--- src/rtl/fifo_controller_width_conversion_if.sv ---
// fifo_controller_width_conversion_if: request/flag/address bundle between FIFO user and controller
//   write_i, read_i              user -> controller requests
//   empty_o, full_o              controller -> user occupancy flags
//   write_address_1_o/_2_o       RAM write addresses for the low/high half of a wide word
//   read_address_o               RAM address of the oldest narrow word
interface fifo_controller_width_conversion_if #(parameter int ADDR_WIDTH = 4);
   logic                  write_i;
   logic                  read_i;
   logic                  empty_o;
   logic                  full_o;
   logic [ADDR_WIDTH-1:0] write_address_1_o;
   logic [ADDR_WIDTH-1:0] write_address_2_o;
   logic [ADDR_WIDTH-1:0] read_address_o;
   modport master (
      output write_i, read_i,
      input  empty_o, full_o, write_address_1_o, write_address_2_o, read_address_o
   );
   modport slave (
      input  write_i, read_i,
      output empty_o, full_o, write_address_1_o, write_address_2_o, read_address_o
   );
endinterface

--- src/rtl/fifo_controller_width_conversion.sv ---
// fifo_controller_width_conversion: pointer/flag controller for a FIFO with a 2x-wide write port
//   clk_i    rising-edge clock
//   reset_i  asynchronous active-low reset
//   bus      slave side of the request/flag/address bundle
module fifo_controller_width_conversion #(
   parameter int ADDR_WIDTH = 4
) (
   input logic                              clk_i,
   input logic                              reset_i,
   fifo_controller_width_conversion_if.slave bus
);
   localparam int DEPTH = 2 ** ADDR_WIDTH;
   logic [ADDR_WIDTH-1:0] wptr_q, wptr_d, rptr_q, rptr_d;
   logic [ADDR_WIDTH:0]   count_q, count_d;
   logic                  wr_ok, rd_ok;
   // a single free slot cannot hold a wide word, so DEPTH-1 already counts as full
   assign bus.full_o            = count_q > (ADDR_WIDTH+1)'(DEPTH - 2);
   assign bus.empty_o           = count_q == '0;
   assign bus.write_address_1_o = wptr_q;
   assign bus.write_address_2_o = wptr_q + ADDR_WIDTH'(1);
   assign bus.read_address_o    = rptr_q;
   always_comb begin
      wr_ok   = bus.write_i & ~bus.full_o;
      rd_ok   = bus.read_i & ~bus.empty_o;
      wptr_d  = wr_ok ? wptr_q + ADDR_WIDTH'(2) : wptr_q;
      rptr_d  = rd_ok ? rptr_q + ADDR_WIDTH'(1) : rptr_q;
      count_d = count_q + (wr_ok ? (ADDR_WIDTH+1)'(2) : '0) - (rd_ok ? (ADDR_WIDTH+1)'(1) : '0);
   end
   always_ff @(posedge clk_i or negedge reset_i) begin
      if (!reset_i) begin
         wptr_q  <= '0;
         rptr_q  <= '0;
         count_q <= '0;
      end else begin
         wptr_q  <= wptr_d;
         rptr_q  <= rptr_d;
         count_q <= count_d;
      end
   end
endmodule

--- src/flat_wrapper.sv ---
// flat-port wrapper written by rule: the top's interface ports become plain ports
module fifo_controller_width_conversion_flat 
#(
   parameter int ADDR_WIDTH = 4
)
  (clk_i, reset_i, bus_write_i, bus_read_i, bus_empty_o, bus_full_o, bus_write_address_1_o, bus_write_address_2_o, bus_read_address_o);
  fifo_controller_width_conversion_if #(.ADDR_WIDTH(ADDR_WIDTH)) bus_i ();
  input logic clk_i;
  input logic reset_i;
  input wire logic [$bits(bus_i.write_i)-1:0] bus_write_i;
  input wire logic [$bits(bus_i.read_i)-1:0] bus_read_i;
  output wire logic [$bits(bus_i.empty_o)-1:0] bus_empty_o;
  output wire logic [$bits(bus_i.full_o)-1:0] bus_full_o;
  output wire logic [$bits(bus_i.write_address_1_o)-1:0] bus_write_address_1_o;
  output wire logic [$bits(bus_i.write_address_2_o)-1:0] bus_write_address_2_o;
  output wire logic [$bits(bus_i.read_address_o)-1:0] bus_read_address_o;
  assign bus_i.write_i = bus_write_i;
  assign bus_i.read_i = bus_read_i;
  assign bus_empty_o = bus_i.empty_o;
  assign bus_full_o = bus_i.full_o;
  assign bus_write_address_1_o = bus_i.write_address_1_o;
  assign bus_write_address_2_o = bus_i.write_address_2_o;
  assign bus_read_address_o = bus_i.read_address_o;
  fifo_controller_width_conversion #(.ADDR_WIDTH(ADDR_WIDTH)) u_core (.clk_i(clk_i), .reset_i(reset_i), .bus(bus_i));
endmodule
--- config.mk ---
export PLATFORM = sky130hd
export DESIGN_NAME = fifo_controller_width_conversion_flat
export DESIGN_NICKNAME = d
export VERILOG_FILES = /design/src/rtl/fifo_controller_width_conversion_if.sv /design/src/rtl/fifo_controller_width_conversion.sv /design/src/flat_wrapper.sv
export SDC_FILE = /design/constraint.sdc
export NUM_CORES = 1
export LEC_CHECK = 0
export ABC_AREA = 1
export CORE_MARGIN = 2
export CORE_UTILIZATION = 50
export DETAILED_ROUTE_END_ITERATION = 10
export GPL_ROUTABILITY_DRIVEN = 0
export PLACE_DENSITY = 0.79
export SYNTH_ARGS = -nofsm -noshare
export SYNTH_HDL_FRONTEND = slang
export SYNTH_SLANG_ARGS = --single-unit
--- constraint.sdc ---
create_clock -name clk_i -period 4.6 [get_ports clk_i]
set_input_delay 0.69 -clock clk_i [delete_from_list [all_inputs] [get_ports clk_i]]
set_output_delay 0.69 -clock clk_i [all_outputs]
set_load 0.01 [all_outputs]
== Word level (Yosys, flattened, before mapping) ==
Cells that the tools add are included.
Storage, ports and cells
  bits in registers: 13
  input bits: 4
  output and inout bits: 14
  word-level logic and storage cells: 16
Operators by class
  add/subtract/negate cells: 5
  $lt $le $gt $ge: 1
  mux-type cells: 2
  bitwise operators: 4
  reductions and logical operators: 1
Operator list (count)
  4-bit by 1-bit adder with 4-bit output (second input constant): 2
  5-bit adder: 1
  5-bit by 4-bit greater-than comparator with 1-bit output (second input constant): 1
  5-bit zero test: 1
  5-bit subtractor: 1
  4-bit by 2-bit adder with 4-bit output (second input constant): 1
  1-bit AND: 2
  2-bit 2-to-1 mux: 1
  1-bit NOT: 2
  1-bit 2-to-1 mux: 1

== Logic depth before layout (Yosys ltp) ==
Gate-level depths: netlist of run 1.
  depth after elaboration: 6
  gate-level depth with buffers: 12
  depth with buffers taken out: 12

== Least setup slack after synthesis of run 1 ==
No wires, ideal clock.
  path type: reg-to-reg
  start point: register u_core.count_q[4]
  end point: register u_core.count_q[3]
  setup time: 0.123 ns
  data arrival time: 1.994 ns
  required time: 4.477 ns
  path slack: 2.483 ns
  stages on the path, launching flop included: 13
  path buffers: 0
  clock period less this slack: 2.117 ns
  cells stage by stage: dfrtp_1 inv_1 ha_1 nand2_2 nor2_4 nand2_4 nand3_4 ha_1 inv_1 ha_1 inv_1 fa_1 xor2_1
On the way
  longest elaborated chain between the ends: 6
  elaborated cells on any way between the ends: 10
  those cells by class: add/sub: 2; order compare: 1; mux: 2; bitwise: 4; reduce/logical: 1
Ends and longest elaborated chain
  start, declared: line fifo_controller_width_conversion.sv:14  | logic [ADDR_WIDTH:0] count_q, count_d;
  start signal, assigned: line fifo_controller_width_conversion.sv:37  | count_q <= count_d;
  5-bit by 4-bit greater-than comparator with 1-bit output: line fifo_controller_width_conversion.sv:17  | assign bus.full_o = count_q > (ADDR_WIDTH+1)'(DEPTH - 2);
  1-bit NOT: line fifo_controller_width_conversion.sv:23  | wr_ok = bus.write_i & ~bus.full_o;
  1-bit AND: line fifo_controller_width_conversion.sv:23
  2-bit 2-to-1 mux: line fifo_controller_width_conversion.sv:27  | count_d = count_q + (wr_ok ? (ADDR_WIDTH+1)'(2) : '0) - (rd_ok ? (ADDR_WIDTH+1)'(1) : '0);
  5-bit adder: line fifo_controller_width_conversion.sv:27
  5-bit subtractor *: line fifo_controller_width_conversion.sv:27
  named net u_core.count_d[3]: line fifo_controller_width_conversion.sv:14
Mark *: on every way through the listed nets, which the timed path passes. The rest lies on a longest branch.
A chain may end at the register's enable or synchronous reset.

== Worst setup path in the final report of run 1 ==
  start point: register u_core.count_q[4]
  end point: output bus_full_o
On the way
  longest elaborated chain between the ends: 1
Ends and longest elaborated chain
  5-bit by 4-bit greater-than comparator with 1-bit output: line fifo_controller_width_conversion.sv:17
  end, declared: line flat_wrapper.sv:13  | output wire logic [$bits(bus_i.full_o)-1:0] bus_full_o;
Every way passes these cells.

==> impl_metrics.json, run 1 <==
{
  "firstDrtPassIters": 4,
  "preCtsSetupSlack_ps": 1990,
  "hold_depth": 1,
  "clock_tree.buffer_depth": 2,
  "synth_top_area_share_pct": 37.3,
  "drc": 0,
  "skew_ps": 0.564,
  "postCtsSetupBuffers": 0,
  "power.total_mw": 0.723,
  "cts_max_level": 1,
  "grt.overflow.total": 0,
  "slew-limit-headroom_pct": 64.5,
  "hp-class": "register to register",
  "reg2reg_depth": 12,
  "diodes": 0,
  "finalWorstPathRequiredPeriod_ps": 2620,
  "cts_root_buf": "clkbuf_4",
  "cp_max_fo": 6,
  "cts_sinks": 12,
  "wl_per_cell_um": 11.5,
  "core-area_um2": 1510,
  "cp.arrival_ps": 1930,
  "path_clk_slew_ps": 80,
  "wl_um": 1380,
  "die_area_um2": 1950,
  "synth_nets": 105,
  "numCtsBuffers": 3,
  "top_level_ports": 18,
  "drive_gt1_share_pct": 13.5,
  "worst_pin_slew_ps": 531,
  "final_common_cell": "nand2_1",
  "mostFrequentLayoutCells": "nand2_1 (18), inv_1 (17), clkdlybuf4s50_1 (15)",
  "syn_inst": 90,
  "worstSkewPairLatency_ps": 270,
  "cts_tree": "done",
  "grt_pass1_vias": 598,
  "stdcell_area_um2": 975,
  "rows": 14,
  "post-dp-hpwl_um": 1160,
  "synth-seq-cells": 12,
  "power.leakage_nw": 0.511,
  "synth_area_leaders": "dfrtp_1 (37%), ha_1 (16%), nand2_1 (8.4%)",
  "portBuffers": 15,
  "grt_antenna_before_repair": 0,
  "cts_resized": 0,
  "cp_data_required_time_ps": 3910,
  "setup_tns_ps": 0,
  "slew_violations": 0,
  "hold_viol": 0,
  "die_h_um": 44.1,
  "fin_crit_sh_pct": 57.0,
  "ff_latch_area_um2": 300,
  "status": "complete, no violations",
  "synth_top_area_cell": "dfrtp_1",
  "ys_types": 22,
  "cap_viol_max_count": 0,
  "grt_max_degree": 13,
  "via_per_inst": 4.86,
  "drtIter0Drc": 6,
  "vias": 583,
  "cts_hold_buf": 0,
  "yosys_warnings": 0,
  "fmax_ghz": 0.382,
  "setup_violations": 0,
  "nNetsFinal": 120,
  "placed_cell_area_um2": 938,
  "synth_area_um2": 806,
  "nFillCells": 130,
  "areaGrowthSynthToFinish_pct": 21.0,
  "crit_path_start_kind": "register",
  "multi_input_area_um2": 400,
  "initial_core_util_pct": 53.5,
  "syn-mean-instance-area_um2": 8.95,
  "power_density_nw_per_um2": 742,
  "vdd_ir_drop_max_v": 0.000379,
  "worstSetupEndpointType": "output port",
  "finalWorstSetupSlack_ps": 1980,
  "grt_pass1_wl_um": 2460,
  "postRouteAntennaNets": 0,
  "yosysSeqAreaShare_pct": 37.3,
  "worstSetupPathType": "register to output port",
  "final_util_pct": 64.7,
  "die_w_um": 44.1,
  "grtUsageTotal_pct": 17.2,
  "rsz0062_at_grt": "no"
}
==> metrics by stage <==
stage / hold WS (ps) / std cells
after global routing: 577 / 120
after detailed placement: 518 / 116
after global placement: 509 / 116
after CTS: 539 / 120
final: 535 / 120
after floorplan: 394 / 90
==> cell type report <==
type	count	area share, %
flip-flops and latches	12	30.8
inverters	18	6.93
multi-input cells	55	41.1
repair buffers	15	15.4
well taps	16	2.05
clock buffers	4	3.72
==> synthesized netlist by cell type, drive strengths merged <==
cell	n
a21boi	1
xnor2	2
fa	1
o21ai	2
conb	2
xor2	1
nand4	3
nand3	4
ha	10
inv	17
clkinv	1
nand2	23
dfrtp	12
nor2	4
buf	5
a21oi	1
a21o	1
==> worst paths after layout <==
kind	slack, ps	start	to
setup / recovery	1980	u_core.count_q[4]	bus_full_o
hold / removal	530	u_core.bus.read_address_o[0]	u_core.bus.read_address_o[0]
setup reg to reg	2320	u_core.count_q[4]	u_core.count_q[3]
hold reg to reg	530	u_core.bus.read_address_o[0]	u_core.bus.read_address_o[0]
max in group asynchronous	3490	reset_i	u_core.bus.read_address_o[1]
min in group asynchronous	760	reset_i	u_core.count_q[0]
==> kinds of logic (layout without fill, tap and decap cells) <==
| logic type | count (synthesis) | in the layout | synth area share, % |
|---|---|---|---|
| and+or+nand+nor | 34 | 34 | 23.3 |
| buffers and inverters | 23 | 37 | 13.0 |
| DFF | 12 | 12 | 37.3 |
| adders and majority gates | 11 | 11 | 18.0 |
| AOI/OAI and AO/OA | 5 | 5 | 4.19 |
| xor gates and xnor gates | 3 | 3 | 3.26 |
| other | 2 | 2 | 0.932 |
==> critical path: stages, from the launching register on <==
cell and delay (ps):
dfrtp_1 390, inv_1 200, ha_1 210, nand2_2 70, nor2_4 100, nand2_4 80
nand2_1 80, clkdlybuf4s50_1 530
==> registers in the layout, summed over array words and instances, names as in the netlist <==
signal and cells:
u_core.bus.write_address_1_o 3, u_core.count_q 5, u_core.bus.read_address_o 4
==> layer usage <==
metal	vias up	GRT usage, %	routed length (um)
met1	273	19.6	558
met5	-	0	0
met4	0	10.3	25
met3	4	2.86	42
met2	12	30.0	752
li1	294	-	-
==> where the power goes <==
part	total (mW)	leakage, nW	switching [mW]	internal [mW]
clock	0.0844	0.0210	0.0363	0.0481
combinational	0.420	0.344	0.216	0.205
sequential	0.218	0.146	0.0561	0.162
No activity file was read; power rests on OpenSTA's default activity.
==> run 2: changes to the inputs <==
Settings changed: CORE_UTILIZATION 50 to 44, PLACE_DENSITY 0.79 to 0.74.
Clock period 4.6 ns to 2.1 ns, I/O delays scaled along.
==> run 2 against run 1 <==
  * Critical path depth is 5 higher
  * Final cell count is 13% higher
  * Routed wire length is 29% higher
  * Sequential power is 130% higher
  * First-iteration DRC count is 50% lower
  * Non-clock buffer count is 7 higher
  * Setup slack worse by 2000 ps
  * Power grew to 2.6 times the previous value
  * Hold slack worse by 120 ps
  * Register-to-register slack worse by 2300 ps
  * Cell area is 12% higher
==> impl_metrics.json, run 2 (synthesized netlist as in run 1, its figures left out) <==
{
  "status": "complete, no violations",
  "critPathLaunch": "u_core.count_q[4]",
  "grtUsageTotal_pct": 17.0,
  "stdcell_area_um2": 1090,
  "slew_violations": 0,
  "power.leakage_nw": 0.555,
  "die_area_um2": 2190,
  "via_per_inst": 4.65,
  "firstDrtPassIters": 2,
  "nNetsFinal": 127,
  "cts_sinks": 12,
  "die_w_um": 46.8,
  "cellInternalPower_mw": 1.07,
  "numCtsBuffers": 3,
  "cts_max_level": 1,
  "power_density_nw_per_um2": 1710,
  "preCtsSetupSlack_ps": -45.0,
  "critical_path.cell_chain": "inv_2 -> ha_4 -> nand2_4 -> nor2_4 -> nand2_4 -> nand3_4 -> ha_4 -> inv_2 -> ha_4 -> inv_2 -> fa_2 -> inv_2",
  "slew-limit-headroom_pct": 61.5,
  "grt_max_degree": 13,
  "grt_antenna_before_repair": 0,
  "switching_share_pct": 43.2,
  "nFillCells": 145,
  "ff_latch_area_um2": 302,
  "worstSetupEndpointType": "register",
  "cp_max_fo": 4,
  "multi_input_area_um2": 453,
  "mostFrequentLayoutCells": "nand2_1 (18), clkdlybuf4s50_1 (13), dfrtp_1 (11)",
  "vias": 633,
  "grt_pass1_wl_um": 2500,
  "top_level_ports": 18,
  "worstSkewPairLatency_ps": 270,
  "post-dp-hpwl_um": 1260,
  "crit_path_start_kind": "register",
  "portBuffers": 15,
  "hold_viol": 0,
  "largest_reg_flops": 5,
  "finalWorstPathRequiredPeriod_ps": 2070,
  "drc": 0,
  "postRouteAntennaNets": 0,
  "worstSetupPathType": "register to register",
  "rsz0062_at_grt": "yes",
  "sequentialPowerShare_pct": 26.6,
  "cp.arrival_ps": 2240,
  "cap_viol_max_count": 0,
  "grt.overflow.total": 0,
  "p_clk_share_pct": 9.7,
  "critPathSlowestCell": "fa_2",
  "r2r_start": "u_core.count_q[4]",
  "initial_core_util_pct": 46.7,
  "path_clk_slew_ps": 80,
  "die_h_um": 46.8,
  "finalWorstSetupSlack_ps": 26.8,
  "path_common_cell": "inv_2",
  "wl_per_cell_um": 13.1,
  "slowest_delay_ps": 530,
  "drive_gt1_share_pct": 30.6,
  "p_sw_mw": 0.809,
  "share_comb_of_total_power_pct": 63.7,
  "diodes": 0,
  "cp_data_required_time_ps": 2260,
  "cts_hold_buf": 0,
  "rows": 15,
  "worst_pin_slew_ps": 576,
  "final_common_cell": "nand2_1",
  "setup_violations": 0,
  "drtIter0Drc": 3,
  "skew_ps": 2.37,
  "fin_crit_sh_pct": 98.7,
  "fmax_ghz": 0.482,
  "vdd_ir_drop_max_v": 0.000857,
  "core-area_um2": 1730,
  "top_register": "u_core.count_q",
  "crit_family": "adder cells",
  "crit_buf_inv": 4,
  "wl_um": 1790,
  "cts_root_buf": "clkbuf_4",
  "cts_tree": "done",
  "areaGrowthSynthToFinish_pct": 35.7,
  "hp-class": "primary input to asynchronous set/reset pin",
  "placed_cell_area_um2": 987,
  "clock_tree.buffer_depth": 2,
  "grt_pass1_vias": 594
}
## run 2: final timing paths
kind,endpoint,depth (start not counted),slack [ps]
worst max-delay path,u_core.count_q[2],12,30
max in group asynchronous,u_core.count_q[3],1,1280
worst min register to register,u_core.bus.read_address_o[3],2,530
worst min-delay path,u_core.bus.write_address_1_o[3],1,410
worst max register to register,u_core.count_q[2],12,30
min in group clk_i,u_core.bus.read_address_o[3],2,530
## run 2: final cells by class
type | count | area share [%]
Multi-Input combinational cell | 55 | 41.4
Sequential cell | 12 | 27.6
Inverter | 18 | 6.18
Tap cell | 25 | 2.86
Timing Repair Buffer | 22 | 18.6
Clock buffer | 4 | 3.32
## run 2: power groups by stage
stage	registers, mW	clock network, mW	logic, mW
CTS	0.478	0.188	1.01
detailed placement	0.482	0	0.999
finish	0.498	0.182	1.19
global placement	0.468	0	0.948
floorplan	0.492	0	0.603
global route	0.513	0.201	1.34
## run 2: repair_timing
item                                    CTS  global route
pin swaps                                 0             4
gates resized for setup                   1            17
endpoints found under the setup margin    1             3
hold endpoints to repair                  0             0
setup buffers                             0             2
## run 2: metrics by stage
stage	hold WS, ps	util [%]	power [mW]	std cells	setup TNS, ps
6_report	410	63.3	1.87	136	0
5_1_grt	443	63.3	2.05	136	-42.7
4_1_cts	414	59.2	1.68	134	0
3_5_place_dp	523	57.2	1.48	130	-62.2
3_3_place_gp	507	57.2	1.42	130	-26.5
2_1_floorplan	19.4	-	1.10	90	0
## run 2: worst register-to-register path, cell delays in order (launching register included)
cell and delay [ps]:
dfrtp_1 420, inv_2 90, ha_4 130, nand2_4 50, nor2_4 130, nand2_4 80
nand3_4 70, ha_4 200, inv_2 60, ha_4 130, inv_2 40, fa_2 530
inv_2 40
## run 2: per-layer routing
metal | part of all wire [%] | vias to the layer above | global-route usage [%] | wire length (um)
met1 | 39 | 303 | 17.8 | 704
met2 | 55 | 14 | 32.9 | 989
li1 | - | 310 | - | -
met5 | 0 | - | 0 | 0
met3 | 2.0 | 6 | 3.46 | 35
met4 | 3.1 | 0 | 6.67 | 56
